===== config.mk =====
export PLATFORM = sky130hd
export DESIGN_NAME = uart_alu_interface
export DESIGN_NICKNAME = d
export VERILOG_FILES = /design/src/rtl/uart_alu_interface.sv
export SDC_FILE = /design/constraint.sdc
export NUM_CORES = 1
export LEC_CHECK = 0
export CAP_MARGIN = 30
export CORE_MARGIN = 8
export CORE_UTILIZATION = 30
export DETAILED_ROUTE_END_ITERATION = 10
export SLEW_MARGIN = 10
export SYNTH_ARGS = -nofsm -noshare
export SYNTH_HDL_FRONTEND = slang
export SYNTH_SLANG_ARGS = --single-unit

===== constraint.sdc =====
create_clock -name i_clock -period 2.6 [get_ports i_clock]
set_input_delay 0.65 -clock i_clock [delete_from_list [all_inputs] [get_ports i_clock]]
set_output_delay 0.65 -clock i_clock [all_outputs]
set_load 0.005 [all_outputs]

===== src/rtl/uart_alu_interface.sv =====
// Glue between a byte-oriented UART and a combinational ALU: collects operand A,
// operand B and an opcode byte, captures the ALU result, then requests one transmission.
module uart_alu_interface #(
    parameter int NB_DATA_BUS = 8,
    parameter int NB_OPCODE   = 6
) (
    input  logic                   i_clock,
    input  logic                   i_reset,
    input  logic [NB_DATA_BUS-1:0] i_rx_data,
    input  logic                   i_rx_done,
    input  logic [NB_DATA_BUS-1:0] i_alu_result,
    input  logic                   i_tx_busy,
    output logic [NB_DATA_BUS-1:0] o_first_operator,
    output logic [NB_DATA_BUS-1:0] o_second_operator,
    output logic [NB_OPCODE-1:0]   o_opcode,
    output logic [NB_DATA_BUS-1:0] o_tx_data,
    output logic                   o_tx_start
);

    typedef enum logic [2:0] {
        WAIT_A  = 3'd0,
        WAIT_B  = 3'd1,
        WAIT_OP = 3'd2,
        COMPUTE = 3'd3,
        SEND    = 3'd4
    } state_t;

    state_t                 state_r, state_s;
    logic [NB_DATA_BUS-1:0] first_r, first_s;
    logic [NB_DATA_BUS-1:0] second_r, second_s;
    logic [NB_OPCODE-1:0]   opcode_r, opcode_s;
    logic [NB_DATA_BUS-1:0] tx_data_r, tx_data_s;
    logic                   tx_start_r, tx_start_s;

    // Next-state and next-register values; bytes arriving in COMPUTE/SEND are dropped.
    always_comb begin
        state_s    = state_r;
        first_s    = first_r;
        second_s   = second_r;
        opcode_s   = opcode_r;
        tx_data_s  = tx_data_r;
        tx_start_s = 1'b0;
        case (state_r)
            WAIT_A: begin
                if (i_rx_done) begin
                    first_s = i_rx_data;
                    state_s = WAIT_B;
                end else begin
                    state_s = WAIT_A;
                end
            end
            WAIT_B: begin
                if (i_rx_done) begin
                    second_s = i_rx_data;
                    state_s  = WAIT_OP;
                end else begin
                    state_s = WAIT_B;
                end
            end
            WAIT_OP: begin
                if (i_rx_done) begin
                    opcode_s = i_rx_data[NB_OPCODE-1:0];
                    state_s  = COMPUTE;
                end else begin
                    state_s = WAIT_OP;
                end
            end
            COMPUTE: begin
                // Operands and opcode have been stable for a full cycle here.
                tx_data_s = i_alu_result;
                state_s   = SEND;
            end
            SEND: begin
                if (i_tx_busy) begin
                    state_s = SEND;
                end else begin
                    tx_start_s = 1'b1;
                    state_s    = WAIT_A;
                end
            end
            default: begin
                state_s = WAIT_A;
            end
        endcase
    end

    // State and output registers with asynchronous clear.
    always_ff @(posedge i_clock or posedge i_reset) begin
        if (i_reset) begin
            state_r    <= WAIT_A;
            first_r    <= {NB_DATA_BUS{1'b0}};
            second_r   <= {NB_DATA_BUS{1'b0}};
            opcode_r   <= {NB_OPCODE{1'b0}};
            tx_data_r  <= {NB_DATA_BUS{1'b0}};
            tx_start_r <= 1'b0;
        end else begin
            state_r    <= state_s;
            first_r    <= first_s;
            second_r   <= second_s;
            opcode_r   <= opcode_s;
            tx_data_r  <= tx_data_s;
            tx_start_r <= tx_start_s;
        end
    end

    assign o_first_operator  = first_r;
    assign o_second_operator = second_r;
    assign o_opcode          = opcode_r;
    assign o_tx_data         = tx_data_r;
    assign o_tx_start        = tx_start_r;

endmodule


==> flow_summary.json <==
{
  "place_inst": 184,
  "combinational_share_of_power": 0.435,
  "synthesis.area_sq_mm": 0.001335,
  "yosys_warnings": 0,
  "rr_worst_depth": 3,
  "hold_crit_start": "o_second_operator[2]$_DFFE_PP0P_",
  "cts_resized": 0,
  "synth_seq_cells": 34,
  "cpPeakStageDelay_ns": 0.55,
  "route.detailed.vias_per_inst": 4.482,
  "crit_path_cell_trace": "clkdlybuf4s50_1, nor4bb_2, buf_4, mux2_2",
  "tightestPinTransition_ns": 0.4388,
  "detail-route-antenna-nets": 0,
  "postSynthCellCount": 82,
  "clkTransAtPathRegs_ns": 0.06,
  "worstHoldPathType": "reg2reg",
  "longest_clk_path_bufs": 2,
  "outcome": "finished clean",
  "detail_route.iter0.violations": 23,
  "critPathCaptureType": "register",
  "ys_seq_area_frac": 0.6373,
  "netSwitchingFraction": 0.2671,
  "die_h_um": 82.71,
  "number_of_clock_buffers_inserted_by_tritoncts": 5,
  "grt_max_degree": 35,
  "design.die.area_sq_mm": 0.006841,
  "area_delta_synth_final_pct": 48.83,
  "floorplan.initialDensity": 0.3087,
  "row_count": 24,
  "finClkSkew_ns": 0.004538,
  "clk_network_pwr_share": 0.152,
  "grt_pass1_vias": 962,
  "share_of_the_synthesized_area_in_the_top_cell_type": 0.6373,
  "cellLeakagePower_nw": 0.8241,
  "grt_first_pass_wirelength_mm": 4.857,
  "grt_setup_unrepaired": "false",
  "min_period_over_period": 0.7273,
  "post-route-drc-count": 0,
  "critical_path.slowest_cell": "sky130_fd_sc_hd__clkdlybuf4s50_1",
  "cp.arrival_ns": 2.05,
  "buffer_ports.inserted": 50,
  "crit-reg2reg-capture": "o_first_operator[3]$_DFFE_PP0P_",
  "whs_path_depth": 1,
  "place_hpwl_mm": 2.257,
  "avgSynthCellArea_sq_um": 16.28,
  "final_cell_area_sq_mm": 0.001987,
  "fmax_mhz": 528.8,
  "io_pins": 51,
  "cell_internal_pwr_w": 0.001689,
  "power.switching_w": 0.0006156,
  "final.hold.worst_slack_ns": 0.5045,
  "critPathLaunch": "i_rx_done",
  "antenna_fix_cells": 0,
  "logic_depth_of_the_worst_setup_path_including_buffers": 4,
  "maxCapViolCount": 0,
  "max_slew_vio_count": 0,
  "fin_tns_setup_ns": 0,
  "dr_total_vias": 856,
  "final_cells": 191,
  "antenna_violations_before_repair": 0,
  "core-area_sq_mm": 0.004324,
  "timing_worst_setup_path_type": "in2reg",
  "drt_wl_total_mm": 2.956,
  "dpl-instance-area_sq_mm": 0.001908,
  "number_of_nets_in_the_layout": 159,
  "r2r_start": "state_r[0]$_DFF_PP0_",
  "power_per_cell_area_mw_per_mm2": 1160,
  "gp_routability_congestion": 0.6561,
  "synthesis.nets": 102,
  "cp-start-kind": "input pin",
  "max_slew_headroom": 0.7066,
  "fill_cells": 411,
  "fraction_of_layout_cells_with_a_size_suffix_above_1": 0.3165,
  "fp.dieW_um": 82.71,
  "setup.reg_to_reg.worst_slack_ns": 1.14,
  "timing_hold_violations_final": 0,
  "route.detailed.wl_per_inst_um": 15.48,
  "ir_drop_v": 0.0005320,
  "synthDistinctLibCells": 15,
  "clock_tree.htree_level_count": 2,
  "ctsHoldBuffers": 0,
  "layout_commonest_cell": "sky130_fd_sc_hd__clkdlybuf4s50_1",
  "cts_sinks": 34,
  "power_frac_seq": 0.413,
  "worstPathRequired_ns": 2.76,
  "most_frequent_cells_in_the_layout": "sky130_fd_sc_hd__clkdlybuf4s50_1 (50), sky130_fd_sc_hd__dfrtp_1 (34), sky130_fd_sc_hd__mux2_2 (30)",
  "crit_family": "buffers and inverters",
  "cts_root_buffer": "sky130_fd_sc_hd__clkbuf_8",
  "ys_top_cells_by_area": "sky130_fd_sc_hd__dfrtp_1 (64%), sky130_fd_sc_hd__mux2_2 (25%), sky130_fd_sc_hd__nor4b_4 (1.8%)",
  "tritoncts": "done",
  "timing.final.setup_violations": 0,
  "clk-insertion-delay-late_ns": 0.28,
  "critPathMaxFanout": 8,
  "cp.buffers_inverters": 2,
  "groute.usage.overall": 0.09693,
  "setup.worst_path.end": "o_second_operator[6]$_DFFE_PP0P_",
  "number_of_buffers_inserted_to_repair_setup_after_cts": 0,
  "grt.overflow.total": 0,
  "cell_accounting_for_the_most_synthesized_area": "sky130_fd_sc_hd__dfrtp_1",
  "final_period_minus_worst_setup_slack_ns": 1.891,
  "first_pass_iters": 2
}
==> sequential cells by signal, summed over array words and instances (netlist names) <==
name	cells
o_opcode	6
o_tx_start	1
o_first_operator	8
state_r	3
o_second_operator	8
o_tx_data	8
==> how the worst min path moves through the flow <==
stage                                                  end  slack [ns]
after floorplan                   o_tx_data[0]$_DFFE_PP0N_        0.50
after global placement            o_tx_data[1]$_DFFE_PP0N_        0.49
after detailed placement  o_second_operator[5]$_DFFE_PP0P_        0.49
after CTS                 o_second_operator[6]$_DFFE_PP0P_        0.51
after global routing      o_second_operator[6]$_DFFE_PP0P_        0.52
final                     o_second_operator[2]$_DFFE_PP0P_        0.50
==> cell type report <==
cell class                 count  area [sq um]  area share
inverter                       1         3.754    0.001889
tap                           52         65.06     0.03275
sequential                    34         850.8      0.4282
multi-input combinational     43         457.9      0.2305
timing repair buffer          54         530.5      0.2670
clock buffer                   5         68.82     0.03463
clock inverter                 2         10.01    0.005038
==> worst reg2reg max path, delay by kind of cell (launching register included) <==
family | cells | cell delay (ns)
buf+inv | 1 | 0.22
mux | 1 | 0.35
flops | 1 | 0.48
simple gates | 1 | 0.30
==> kinds of logic (layout without fill, tap and decap cells) <==
logic type,count (synthesis),count (layout),share of synthesized area
AOI/OAI and AO/OA,2,2,0.007498
buffers and inverters,5,62,0.02437
DFF,34,34,0.6373
muxes,30,30,0.2530
and+or+nand+nor,11,11,0.07778
==> layer usage <==
metal | routed length (um) | GRT usage | vias up
met5 | 0 | 0 | -
met4 | 34 | 0.05172 | 0
met3 | 240 | 0.04437 | 2
met2 | 1585 | 0.1531 | 25
met1 | 1095 | 0.1068 | 428
li1 | - | - | 401
==> cell usage after synthesis <==
cell type                   count
sky130_fd_sc_hd__nand2_1        1
sky130_fd_sc_hd__nor4b_1        1
sky130_fd_sc_hd__nor4bb_1       2
sky130_fd_sc_hd__buf_2          2
sky130_fd_sc_hd__nand3b_1       2
sky130_fd_sc_hd__buf_6          1
sky130_fd_sc_hd__nand4bb_1      1
sky130_fd_sc_hd__buf_4          1
sky130_fd_sc_hd__a21oi_1        2
sky130_fd_sc_hd__inv_1          1
sky130_fd_sc_hd__nand2b_1       2
sky130_fd_sc_hd__nor4b_4        1
sky130_fd_sc_hd__mux2_2        30
sky130_fd_sc_hd__or3b_2         1
sky130_fd_sc_hd__dfrtp_1       34
==> stage by stage <==
step,utilization,setup slack [ns],total power [W]
floorplan,-,1.057,0.001376
global placement,0.4413,0.4402,0.001969
detailed placement,0.4413,0.4038,0.001998
CTS,0.4595,0.7043,0.002368
global route,0.4595,0.6035,0.002483
finish,0.4595,0.7089,0.002304
==> power groups by stage <==
stage	Clock, W	Sequential [W]	Combinational [W]
finish	0.000349	0.000953	0.00100
global placement	0	0.000955	0.00101
detailed placement	0	0.000966	0.00103
floorplan	0	0.000948	0.000428
CTS	0.000375	0.000957	0.00104
global route	0.000405	0.00100	0.00108
No activity file was read; power rests on OpenSTA's default activity.
